<file path="src/rtl/adpll_lock_sequencer.sv">
// rtl/adpll_lock_sequencer.sv - ADPLL lock sequencer: hold/acquire/track/locked with timeout and retry count
// Moves the loop-filter gains from acquisition to tracking as the phase error settles into the lock window.
module adpll_lock_sequencer #(
  parameter int                    ERROR_WIDTH     = 8,
  parameter int                    KP_WIDTH        = 5,
  parameter int                    KI_WIDTH        = 4,
  parameter logic [KP_WIDTH-1:0]   KP_ACQ          = 5'd8,
  parameter logic [KI_WIDTH-1:0]   KI_ACQ          = 4'd2,
  parameter logic [KP_WIDTH-1:0]   KP_TRK          = 5'd4,
  parameter logic [KI_WIDTH-1:0]   KI_TRK          = 4'd1,
  parameter int unsigned           LOCK_THRESH     = 2,
  parameter int unsigned           ACQ_COUNT       = 16,
  parameter int unsigned           LOCK_COUNT      = 64,
  parameter int unsigned           UNLOCK_COUNT    = 4,
  parameter int unsigned           HOLD_CYCLES     = 32,
  parameter int unsigned           TIMEOUT_SAMPLES = 1024
) (
  input  logic                          fpga_clk_i,
  input  logic                          reset_i,
  input  logic                          enable_i,
  input  logic                          sample_i,
  input  logic signed [ERROR_WIDTH-1:0] error_i,
  output logic                          pll_reset_o,
  output logic [KP_WIDTH-1:0]           kp_o,
  output logic [KI_WIDTH-1:0]           ki_o,
  output logic                          locked_o,
  output logic                          lock_lost_o,
  output logic [2:0]                    state_o,
  output logic [7:0]                    retries_o
);

  typedef enum logic [2:0] {
    IDLE    = 3'd0,
    HOLD    = 3'd1,
    ACQUIRE = 3'd2,
    TRACK   = 3'd3,
    LOCKED  = 3'd4
  } state_t;

  localparam int unsigned RUN_MAX = (ACQ_COUNT > LOCK_COUNT) ? ACQ_COUNT : LOCK_COUNT;
  localparam int EW1    = ERROR_WIDTH + 1;
  localparam int HOLD_W = $clog2(HOLD_CYCLES + 1);
  localparam int RUN_W  = $clog2(RUN_MAX + 1);
  localparam int UNL_W  = $clog2(UNLOCK_COUNT + 1);
  localparam int SMP_W  = $clog2(TIMEOUT_SAMPLES + 1);

  localparam logic [EW1-1:0]    THRESH    = EW1'(LOCK_THRESH);
  localparam logic [HOLD_W-1:0] HOLD_LAST = HOLD_W'(HOLD_CYCLES - 1);
  localparam logic [RUN_W-1:0]  RUN_ACQ   = RUN_W'(ACQ_COUNT);
  localparam logic [RUN_W-1:0]  RUN_LCK   = RUN_W'(LOCK_COUNT);
  localparam logic [UNL_W-1:0]  UNL_LIM   = UNL_W'(UNLOCK_COUNT);
  localparam logic [SMP_W-1:0]  SMP_LIM   = SMP_W'(TIMEOUT_SAMPLES);

  state_t             state, state_n;
  logic [HOLD_W-1:0]  hold_cnt, hold_n;
  logic [RUN_W-1:0]   run_cnt, run_n, run_inc, run_goal;
  logic [UNL_W-1:0]   unl_cnt, unl_n, unl_inc;
  logic [SMP_W-1:0]   smp_cnt, smp_n, smp_inc;
  logic [7:0]         retries_n;
  logic               lost_n;
  logic               timeout;

  // One extra bit so the most negative error magnitude is representable.
  logic [EW1-1:0] err_ext, err_abs;
  logic           in_window;
  assign err_ext   = {error_i[ERROR_WIDTH-1], error_i};
  assign err_abs   = err_ext[EW1-1] ? (~err_ext + EW1'(1)) : err_ext;
  assign in_window = (err_abs <= THRESH);

  always_comb begin
    state_n   = state;
    hold_n    = hold_cnt;
    run_n     = run_cnt;
    unl_n     = unl_cnt;
    smp_n     = smp_cnt;
    retries_n = retries_o;
    lost_n    = 1'b0;
    run_inc   = (&run_cnt) ? run_cnt : run_cnt + RUN_W'(1);
    unl_inc   = (&unl_cnt) ? unl_cnt : unl_cnt + UNL_W'(1);
    smp_inc   = (&smp_cnt) ? smp_cnt : smp_cnt + SMP_W'(1);
    run_goal  = (state == TRACK) ? RUN_LCK : RUN_ACQ;
    timeout   = (smp_inc >= SMP_LIM);

    if (!enable_i) begin
      state_n = IDLE;
      hold_n  = '0;
      run_n   = '0;
      unl_n   = '0;
      smp_n   = '0;
    end else begin
      case (state)
        IDLE: begin
          state_n = HOLD;
          hold_n  = '0;
        end
        HOLD: begin
          if (hold_cnt >= HOLD_LAST) begin
            state_n = ACQUIRE;
            hold_n  = '0;
            run_n   = '0;
            smp_n   = '0;
          end else begin
            hold_n = hold_cnt + HOLD_W'(1);
          end
        end
        ACQUIRE, TRACK: begin
          if (sample_i) begin
            smp_n = smp_inc;
            // A completed run takes priority over a timeout on the same sample.
            if (in_window && (run_inc >= run_goal)) begin
              state_n = (state == ACQUIRE) ? TRACK : LOCKED;
              run_n   = '0;
            end else if (timeout) begin
              state_n   = HOLD;
              hold_n    = '0;
              run_n     = '0;
              smp_n     = '0;
              retries_n = (&retries_o) ? retries_o : retries_o + 8'd1;
            end else if (in_window) begin
              run_n = run_inc;
            end else begin
              run_n   = '0;
              state_n = ACQUIRE;
            end
          end
        end
        LOCKED: begin
          if (sample_i) begin
            if (in_window) begin
              unl_n = '0;
            end else if (unl_inc >= UNL_LIM) begin
              state_n = ACQUIRE;
              unl_n   = '0;
              run_n   = '0;
              lost_n  = 1'b1;
            end else begin
              unl_n = unl_inc;
            end
          end
        end
        default: begin
          state_n = IDLE;
          hold_n  = '0;
          run_n   = '0;
          unl_n   = '0;
          smp_n   = '0;
        end
      endcase
    end
  end

  // Outputs are decoded from the next state so they change one clock after their cause.
  always_ff @(posedge fpga_clk_i or posedge reset_i) begin
    if (reset_i) begin
      state       <= IDLE;
      hold_cnt    <= '0;
      run_cnt     <= '0;
      unl_cnt     <= '0;
      smp_cnt     <= '0;
      pll_reset_o <= 1'b1;
      kp_o        <= KP_ACQ;
      ki_o        <= KI_ACQ;
      locked_o    <= 1'b0;
      lock_lost_o <= 1'b0;
      state_o     <= IDLE;
      retries_o   <= 8'd0;
    end else begin
      state       <= state_n;
      hold_cnt    <= hold_n;
      run_cnt     <= run_n;
      unl_cnt     <= unl_n;
      smp_cnt     <= smp_n;
      pll_reset_o <= (state_n == IDLE) || (state_n == HOLD);
      kp_o        <= ((state_n == TRACK) || (state_n == LOCKED)) ? KP_TRK : KP_ACQ;
      ki_o        <= ((state_n == TRACK) || (state_n == LOCKED)) ? KI_TRK : KI_ACQ;
      locked_o    <= (state_n == LOCKED);
      lock_lost_o <= lost_n;
      state_o     <= state_n;
      retries_o   <= retries_n;
    end
  end

endmodule

</file>
<file path="config.mk">
export PLATFORM = sky130hd
export DESIGN_NAME = adpll_lock_sequencer
export DESIGN_NICKNAME = d
export VERILOG_FILES = /design/src/rtl/adpll_lock_sequencer.sv
export SDC_FILE = /design/constraint.sdc
export NUM_CORES = 1
export LEC_CHECK = 0
export BUFFER_PORTS_ARGS = -buffer_cell sky130_fd_sc_hd__buf_2
export CAP_MARGIN = 10
export CELL_PAD_IN_SITES_DETAIL_PLACEMENT = 1
export CELL_PAD_IN_SITES_GLOBAL_PLACEMENT = 2
export CORE_MARGIN = 4
export CORE_UTILIZATION = 38
export CTS_CLUSTER_DIAMETER = 40
export DETAILED_ROUTE_END_ITERATION = 16
export GPL_ROUTABILITY_DRIVEN = 0
export PLACE_DENSITY = 0.91
export SLEW_MARGIN = 5
export SYNTH_ARGS = -nofsm -noshare
export SYNTH_HDL_FRONTEND = slang
export SYNTH_SLANG_ARGS = --single-unit
</file>
<file path="constraint.sdc">
create_clock -name fpga_clk_i -period 7 [get_ports fpga_clk_i]
set_input_delay 0.35 -clock fpga_clk_i [delete_from_list [all_inputs] [get_ports fpga_clk_i]]
set_output_delay 0.35 -clock fpga_clk_i [all_outputs]
set_load 0.02 [all_outputs]
</file>
==> flow_metrics.py, run 1 <==
metrics = {
    "outcome": {
        "status": "finished clean",
    },
    "floorplanning": {
        "fp.dieH_um": 90.1,
        "die_x_um": 90.1,
        "pin_count": 35,
        "fp.coreArea_mm2": 0.00646,
        "rows": 29,
        "initial_core_util_pct": 39.7,
        "fp.dieArea_mm2": 0.00812,
    },
    "worst_setup_path": {
        "critPathLaunchType": "flop",
        "end_kind": "flop",
        "r2r_cells": 11,
        "required_ns": 7.18,
        "worstPathMaxFanout": 18,
        "crit_arrival_ns": 3.33,
        "crit_type": "reg -> reg",
    },
    "power_and_ir_drop": {
        "power_frac_clock_pct": 38.4,
        "leakage_nw": 1.33,
        "power.total_uw": 456,
        "power_switching_share_pct": 23.7,
        "p_seq_share_pct": 54.9,
        "p_int_uw": 348,
        "peakVddDrop_v": 0.0000920,
        "combinationalPowerShare_pct": 6.6,
        "powerDensity_mw_per_mm2": 160,
        "p_sw_uw": 108,
    },
    "finish": {
        "drive_above_1_share_pct": 17.2,
        "syn_to_final_growth_pct": 11.3,
        "mostFrequentLayoutCell": "dfrtp_1",
        "utilization_pct": 44.2,
        "final.fill_count": 782,
        "diodes": 0,
        "final_cells": 391,
        "final_cell_mix": "dfrtp_1 (41), buf_2 (29), nor2_1 (27), nand2_1 (27)",
        "finish.instance_area_mm2": 0.00285,
        "layout.nets": 333,
    },
    "grt": {
        "grt_usage_pct": 15.8,
        "grt_first_pass_wirelength_um": 10900,
        "grt_pass1_vias": 2286,
        "grt_max_degree": 44,
        "grt_overflow": 0,
        "antenna_found_initial": 0,
    },
    "clock_network": {
        "cts_setup_buffers": 0,
        "cts_sinks": 43,
        "clk_pin_slew_worst_paths_ns": 0.08,
        "cts_root_buf": "clkbuf_8",
        "htree_levels": 2,
        "hold_buffers": 0,
        "numCtsBuffers": 5,
        "worstSkewPairLatency_ns": 0.29,
        "cts_tree": "yes",
        "clockBufferDepth": 2,
        "post_cts_resized": 0,
    },
    "timing": {
        "slew_violations": 0,
        "setup_viol": 0,
        "finalSetupTns_ns": 0,
        "finalCritPeriodShare_pct": 45.0,
        "relSlewSlack_pct": 27.4,
        "hold_ws_ns": 0.176,
        "rsz0062_at_grt": "false",
        "fmax_ghz": 0.317,
        "skew_ns": 0.00589,
        "hold_viol": 0,
        "worst_slew_pin_slew_ns": 1.08,
        "final.min_clock_period_ns": 3.15,
        "worst_slack_ns": 3.85,
    },
    "yosys": {
        "syn_inst": 284,
        "async_flop_share_pct": 100,
        "synth_flop_cell": "dfrtp_1",
        "yosysWarnings": 0,
        "syn_area_mm2": 0.00256,
        "synth-edff-count": 0,
        "ys_types": 51,
        "ys_ff_latch": 43,
        "syn_avg_cell_area_um2": 9.03,
        "yosysSeqAreaShare_pct": 42.1,
    },
    "drt": {
        "wl_met3_um": 222,
        "routed.top_layer": "met4",
        "wire_per_inst_um": 15.7,
        "drt.antenna.violating_nets": 0,
        "wl_met1_um": 3030,
        "routed_wl_um": 6150,
        "first_pass_iters": 4,
        "vias": 2215,
        "drcViolationCount": 0,
        "drtIter0Drc": 56,
        "viasPerCell": 5.66,
        "dr_wl_met2_um": 2870,
    },
    "placed_design": {
        "dp_cells": 383,
        "hpwl_um": 4650,
        "placed_area_mm2": 0.00275,
        "io_buffers": 29,
        "place_ws_ns": 3.83,
    },
    "hold_path": {
        "hp-class": "in -> async",
    },
    "flow_run": {
        "drv_cap": 0,
    },
}
-- final timing paths --
| path | end | slack (ns) | start |
|---|---|---|---|
| max reg2reg | smp_cnt[0]$_DFFE_PP0P_ | 3.85 | run_cnt[0]$_DFFE_PP0P_ |
| min in group fpga_clk_i | state[0]$_DFF_PP0_ | 0.39 | enable_i |
| min reg2reg | retries_o[6]$_DFFE_PP0P_ | 0.49 | retries_o[6]$_DFFE_PP0P_ |
| max | smp_cnt[0]$_DFFE_PP0P_ | 3.85 | run_cnt[0]$_DFFE_PP0P_ |
| max in group asynchronous | pll_reset_o$_DFF_PP1_ | 6.43 | reset_i |
| min | retries_o[3]$_DFFE_PP0P_ | 0.18 | reset_i |
-- worst max-delay path, stage by stage (launching register included) --
cell,delay (ns)
dfrtp_1,0.43
ha_1,0.28
and3_1,0.22
and3_1,0.22
a21oi_1,0.20
ha_1,0.18
nand3_1,0.10
o311a_2,0.40
o21ai_4,0.28
a21o_4,0.27
o21ai_1,0.12
mux2_2,0.33
-- kinds of logic (layout without fill, tap and decap cells) --
family	after synthesis	after routing	synth area share [%]
AO/OA/AOI/OAI	76	76	21.2
multiplexers	3	3	1.27
buffers and inverters	27	53	5.27
flip-flops	43	43	42.1
AND/OR/NAND/NOR	117	117	23.1
other	1	5	0.146
adder cells (fa/ha/maj)	8	8	3.90
XOR/XNOR	9	9	3.07
-- layout make-up --
type | count | area (um^2) | area share (%)
sequential | 43 | 1080 | 37.8
tap | 77 | 96.3 | 3.38
timing repair buffer | 31 | 160 | 5.61
inverter | 14 | 52.6 | 1.84
multi-input combinational | 218 | 1370 | 47.9
clock buffer | 8 | 100 | 3.51
-- power by group through the flow --
stage	Clock (mW)	Sequential (mW)	Combinational, mW
4_1_cts	0.183	0.251	0.0310
3_3_place_gp	0	0.256	0.0300
5_1_grt	0.196	0.251	0.0349
6_report	0.175	0.251	0.0303
2_1_floorplan	0	0.255	0.0226
3_5_place_dp	0	0.256	0.0308
-- sequential cells by signal, summed over array words and instances, names as in the netlist --
register,count
pll_reset_o,1
retries_o,8
locked_o,1
lock_lost_o,1
unl_cnt,3
hold_cnt,6
state,3
run_cnt,7
kp_o,2
smp_cnt,11
-- synth_stat cells (all sizes together), types with 2 or more instances --
cell	instances	area share (%)
nand3	15	2.9
nor2	27	4.0
a41oi	2	0.98
a21oi	17	3.3
a211oi	2	0.78
nand2b	3	0.73
o31ai	2	0.59
a31o	3	1.0
nor4	3	1.3
o32ai	3	1.0
mux2	2	0.88
or2	3	0.73
a31oi	3	0.73
xor2	3	1.0
buf	9	2.6
o21a	2	0.59
nor2b	6	1.5
and2	4	0.98
nor3	7	1.4
o2bb2ai	7	2.4
a21o	4	1.5
o21ai	21	4.5
clkbuf	4	0.59
nand2	27	4.0
nand4	6	1.5
dfstp	2	2.0
and4	2	0.68
a22o	2	0.68
xnor2	6	2.0
and3	13	3.2
dfrtp	41	40
inv	14	2.0
ha	8	3.9
-- routing by layer --
metal	global-route usage, %	vias up
li1	-	1078
met1	21.3	1103
met2	25.8	32
met3	3.17	2
met4	4.46	0
met5	0	-
(Power assumes the default switching activity.)
==> inputs of run 2 (changes only) <==
CORE_UTILIZATION = 35   (was 38)
PLACE_DENSITY = 0.85   (was 0.91)
clock period = 3.3 ns   (was 7 ns; I/O delays follow)
==> run 2 against run 1 <==
The flow now finishes with violations (hold timing). Power grew 140%. Cell count rose by 7.2%. Combinational power is 130% higher. Maximum frequency rose by 2.0%. Sequential share of layout area is 1.8 points lower. Critical path depth is the same. Non-clock buffer count rose by 9. Clock power grew to 2.8 times the previous value. Register-to-register slack worse by 3.6 ns.
==> flow_metrics.py, run 2 (synthesized netlist as in run 1, its figures left out) <==
metrics = {
    "outcome": {
        "violations": "hold timing",
        "status": "finished, violations left",
    },
    "finish": {
        "largest_reg_flops": 11,
        "top_register": "smp_cnt",
        "mostFrequentLayoutCell": "dfrtp_1",
        "diodes": 0,
        "largest_registers": "smp_cnt: 11 flops, retries_o: 8 flops, run_cnt: 7 flops",
        "drive_above_1_share_pct": 19.8,
        "layout.nets": 342,
        "syn_to_final_growth_pct": 16.8,
        "final.fill_count": 851,
        "finish.instance_area_mm2": 0.00299,
        "final_cell_mix": "dfrtp_1 (41), buf_2 (29), nor2_1 (27), nand2_1 (27)",
    },
    "placed_design": {
        "placed_area_mm2": 0.00281,
        "hpwl_um": 4680,
        "io_buffers": 29,
    },
    "power_and_ir_drop": {
        "p_int_uw": 852,
        "power_frac_clock_pct": 44.8,
        "p_seq_share_pct": 48.8,
        "power.total_mw": 1.08,
        "leakage_nw": 1.39,
        "peakVddDrop_v": 0.000176,
        "power_switching_share_pct": 21.5,
        "p_sw_uw": 233,
        "combinationalPowerShare_pct": 6.3,
        "powerDensity_mw_per_mm2": 362,
    },
    "clock_network": {
        "cts_tree": "yes",
        "cts_sinks": 43,
        "htree_levels": 2,
        "clockBufferDepth": 2,
        "cts_root_buf": "clkbuf_8",
        "numCtsBuffers": 5,
        "worstSkewPairLatency_ns": 0.30,
        "clk_pin_slew_worst_paths_ns": 0.09,
    },
    "worst_setup_path": {
        "critPathLaunchType": "flop",
        "r2r_cells": 11,
        "slowest_delay_ns": 0.43,
        "crit_arrival_ns": 3.27,
        "slowest_stage": "dfrtp_1",
        "worstPathMaxFanout": 10,
        "worstPathCellList": "ha_1 -> and3_1 -> and3_1 -> a21oi_1 -> ha_1 -> and3_1 -> a31o_2 -> o21ai_4 -> a21o_4 -> o21ai_1 -> mux2_2",
        "crit_top_cell": "and3_1",
        "crit_type": "reg -> reg",
        "required_ns": 3.48,
        "end_kind": "flop",
    },
    "floorplanning": {
        "pin_count": 35,
        "initial_core_util_pct": 36.9,
        "rows": 30,
        "fp.dieH_um": 93.6,
        "fp.dieArea_mm2": 0.00876,
        "fp.coreArea_mm2": 0.00694,
        "die_x_um": 93.6,
    },
    "drt": {
        "drcViolationCount": 0,
        "routed_wl_um": 6500,
        "drtIter0Drc": 110,
        "drt.antenna.violating_nets": 0,
        "vias": 2240,
        "wire_per_inst_um": 15.5,
        "first_pass_iters": 4,
        "viasPerCell": 5.35,
    },
    "timing": {
        "finalCritPeriodShare_pct": 93.6,
        "fmax_ghz": 0.324,
        "slew_violations": 0,
        "skew_ns": 0.0135,
        "setup_viol": 0,
        "hold_ws_ns": -0.00712,
        "hold_viol": 8,
        "final.min_clock_period_ns": 3.09,
        "worst_slew_pin_slew_ns": 0.585,
        "relSlewSlack_pct": 60.6,
    },
    "grt": {
        "grt_first_pass_wirelength_um": 11000,
        "grt_max_degree": 44,
        "grt_usage_pct": 15.4,
        "grt_pass1_vias": 2278,
        "antenna_found_initial": 0,
        "grt_overflow": 0,
    },
    "flow_run": {
        "drv_cap": 0,
    },
    "hold_path": {
        "hp-class": "in -> async",
    },
}
-- run 2: cell count changes in the layout (fill, tap and decap cells not counted) --
cell,before,now
and3_1,13,12
and3_4,0,1
buf_12,0,1
buf_4,2,10
bufinv_16,0,2
clkbuf_8,7,5
o311ai_0,1,0
o311ai_1,0,1
-- run 2: final timing paths --
kind                                               from  slack, ns                 endpoint
worst max-delay path             run_cnt[0]$_DFFE_PP0P_       0.21   smp_cnt[0]$_DFFE_PP0P_
worst min register to register  hold_cnt[3]$_DFFE_PP0P_       0.49  hold_cnt[3]$_DFFE_PP0P_
worst max register to register   run_cnt[0]$_DFFE_PP0P_       0.21   smp_cnt[0]$_DFFE_PP0P_
min in group fpga_clk_i                        enable_i       0.22       state[0]$_DFF_PP0_
max in group asynchronous                       reset_i       2.91    pll_reset_o$_DFF_PP1_
worst min-delay path                            reset_i     -0.007   run_cnt[4]$_DFFE_PP0P_
-- run 2: critical path: cells and delay by family (launching register included) --
kind,cells,cell delay (ns)
flops,1,0.43
mux,1,0.26
fa+ha+maj,2,0.54
compound gates,5,1.13
simple gates,3,0.61
-- run 2: layout make-up --
cell class              count  area, um^2  share of cell area [%]
repair buffers             40         240                    8.02
multi-input cells         218        1370                    45.8
inverters                  14        52.6                    1.76
flip-flops and latches     43        1080                    36.0
clock buffers               6        72.6                    2.42
clock inverters             2        60.1                    2.01
well taps                  96         120                    4.01
-- run 2: metrics by stage --
stage | setup slack, ns | instances | TNS, ns | utilization (%)
after global placement | 0.289 | 406 | 0 | 40.4
after floorplan | 0.442 | 288 | 0 | -
final | 0.211 | 419 | 0 | 43.1
after detailed placement | 0.212 | 406 | 0 | 40.4
after CTS | 0.186 | 414 | 0 | 42.3
after global routing | -0.0112 | 419 | -0.0136 | 43.1
-- run 2: repair_timing --
action	CTS	global route
hold buffers	0	0
hold endpoints to repair	0	0
endpoints found under the setup margin	0	7
resized for setup	0	3
setup buffers	0	5
-- run 2: layer usage --
metal  wire, um  vias up  global-route usage (%)
met2       2950       31                    24.2
met4         56        0                    3.85
li1           -     1092                       -
met1       3290     1110                    21.7
met3        199        7                    3.14
met5          0        -                       0
-- run 2: power by group through the flow --
| stage | combinational [mW] | clock, mW | sequential (mW) |
|---|---|---|---|
| after floorplan | 0.0480 | 0 | 0.541 |
| after global placement | 0.0685 | 0 | 0.540 |
| after detailed placement | 0.0698 | 0 | 0.540 |
| after CTS | 0.0701 | 0.503 | 0.530 |
| after global routing | 0.0785 | 0.523 | 0.530 |
| final | 0.0688 | 0.486 | 0.530 |
==> inputs of run 3 (changes only) <==
--- a/config.mk
+++ b/config.mk
@@ -11,3 +11,2 @@
 export CELL_PAD_IN_SITES_GLOBAL_PLACEMENT = 2
-export CORE_MARGIN = 4
 export CORE_UTILIZATION = 35
==> constraint.sdc (replaced) <==
create_clock -name fpga_clk_i -period 3.3 [get_ports fpga_clk_i]
set_input_delay 0.495 -clock fpga_clk_i [delete_from_list [all_inputs] [get_ports fpga_clk_i]]
set_output_delay 0.495 -clock fpga_clk_i [all_outputs]
set_load 0.02 [all_outputs]
==> run 3 against run 2 <==
The run now ends clean. Highest routed layer unchanged. Die area shrank 12%. Power shrank 10%. Largest power group unchanged. Wire length shrank 6.6%.
==> flow_metrics.py, run 3 (synthesized netlist as in run 1, its figures left out) <==
metrics = {
    "power_and_ir_drop": {
        "powerDensity_mw_per_mm2": 334,
        "peakVddDrop_v": 0.000170,
        "leakage_nw": 1.36,
    },
    "timing": {
        "slew_violations": 0,
        "setup_viol": 0,
        "relSlewSlack_pct": 57.6,
        "skew_ns": 0.00650,
        "rsz0062_at_grt": "false",
        "fmax_ghz": 0.322,
        "final.min_clock_period_ns": 3.10,
        "hold_ws_ns": 0.192,
        "finalCritPeriodShare_pct": 94.0,
        "finalSetupTns_ns": 0,
        "hold_viol": 0,
        "worst_slew_pin_slew_ns": 0.632,
    },
    "drt": {
        "drt.antenna.violating_nets": 0,
        "viasPerCell": 5.26,
        "drtIter0Drc": 71,
        "vias": 2183,
        "wire_per_inst_um": 14.6,
        "first_pass_iters": 4,
        "routed_wl_um": 6070,
        "drcViolationCount": 0,
    },
    "finish": {
        "diodes": 0,
        "drive_above_1_share_pct": 18.5,
        "largest_registers": "smp_cnt: 11 flops, retries_o: 8 flops, run_cnt: 7 flops",
        "mostFrequentLayoutCell": "dfrtp_1",
        "largest_reg_flops": 11,
        "syn_to_final_growth_pct": 13.7,
        "final_cells": 415,
        "layout.nets": 338,
        "final_cell_mix": "dfrtp_1 (41), buf_2 (29), nor2_1 (27), nand2_1 (27)",
        "top_register": "smp_cnt",
    },
    "clock_network": {
        "clockBufferDepth": 2,
        "post_cts_resized": 0,
        "cts_root_buf": "clkbuf_8",
        "worstSkewPairLatency_ns": 0.29,
        "cts_setup_buffers": 0,
        "hold_buffers": 0,
        "cts_tree": "yes",
        "numCtsBuffers": 5,
        "htree_levels": 2,
        "clk_pin_slew_worst_paths_ns": 0.09,
        "cts_sinks": 43,
    },
    "grt": {
        "grt_overflow": 0,
        "grt_pass1_vias": 2193,
        "grt_usage_pct": 17.4,
        "grt_first_pass_wirelength_um": 10500,
        "grt_max_degree": 27,
        "antenna_found_initial": 0,
    },
    "floorplanning": {
        "fp.coreArea_mm2": 0.00694,
        "die_x_um": 87.6,
        "rows": 30,
        "fp.dieH_um": 87.6,
        "fp.dieArea_mm2": 0.00767,
        "initial_core_util_pct": 36.9,
        "pin_count": 35,
    },
    "worst_setup_path": {
        "slowest_stage": "dfrtp_1",
        "r2r_cells": 10,
        "regToRegStartpoint": "run_cnt[0]$_DFFE_PP0P_",
        "cp.buffers_inverters": 0,
        "end_kind": "flop",
        "worstPathCellList": "ha_1 -> and3_1 -> and3_1 -> a21oi_1 -> ha_1 -> nand3_1 -> o311a_2 -> o21ai_4 -> and3_1 -> mux2_2",
        "slowest_delay_ns": 0.42,
        "critPathLaunchType": "flop",
        "crit_family": "compound AO/OA/AOI/OAI gates",
        "worstPathMaxFanout": 9,
        "crit_arrival_ns": 3.29,
        "crit_type": "reg -> reg",
        "crit_top_cell": "and3_1",
        "crit_start": "run_cnt[0]$_DFFE_PP0P_",
        "required_ns": 3.49,
        "cp.depth": 10,
    },
    "placed_design": {
        "dp_cells": 407,
        "io_buffers": 29,
        "hpwl_um": 4660,
    },
    "hold_path": {
        "hp-class": "in -> async",
    },
    "outcome": {
        "status": "finished clean",
    },
    "flow_run": {
        "drv_cap": 0,
    },
}
[run 3: per-layer routing]
metal	GRT usage (%)	wire length, um
met1	24.4	3100
met2	28.3	2760
met5	0	0
met3	3.11	190
met4	3.43	29
[run 3: area by class of cell]
type | instances | area (um^2)
Inverter | 14 | 52.6
Multi-Input combinational cell | 218 | 1370
Tap cell | 96 | 120
Fill cell | 830 | 4030
Sequential cell | 43 | 1080
Clock buffer | 8 | 100
Timing Repair Buffer | 36 | 198
[run 3: where the power goes]
group          internal (mW)  switching, mW  total (mW)  leakage (nW)
clock network          0.191          0.183       0.374        0.0515
registers              0.528        0.00139       0.530         0.591
logic                 0.0207         0.0474      0.0681         0.714
[run 3: stage by stage]
step           setup WS, ns  instance area, um^2  utilization [%]  total power [mW]
6_report              0.197                 2910             42.0             0.972
5_1_grt              0.0156                 2910             42.0              1.01
4_1_cts               0.202                 2910             42.0             0.990
3_5_place_dp          0.217                 2810             40.5             0.610
3_3_place_gp          0.295                 2810             40.5             0.608
2_1_floorplan         0.442                 2580                -             0.589
[run 3: worst paths after layout]
path                                                 end  slack [ns]
worst max-delay path            retries_o[1]$_DFFE_PP0P_        0.20
worst min register to register    unl_cnt[1]$_DFFE_PP0P_        0.49
max in group asynchronous              kp_o[3]$_DFF_PP1_        2.35
worst max register to register  retries_o[1]$_DFFE_PP0P_        0.20
min in group fpga_clk_i           unl_cnt[1]$_DFFE_PP0P_        0.49
worst min-delay path            retries_o[2]$_DFFE_PP0P_        0.19
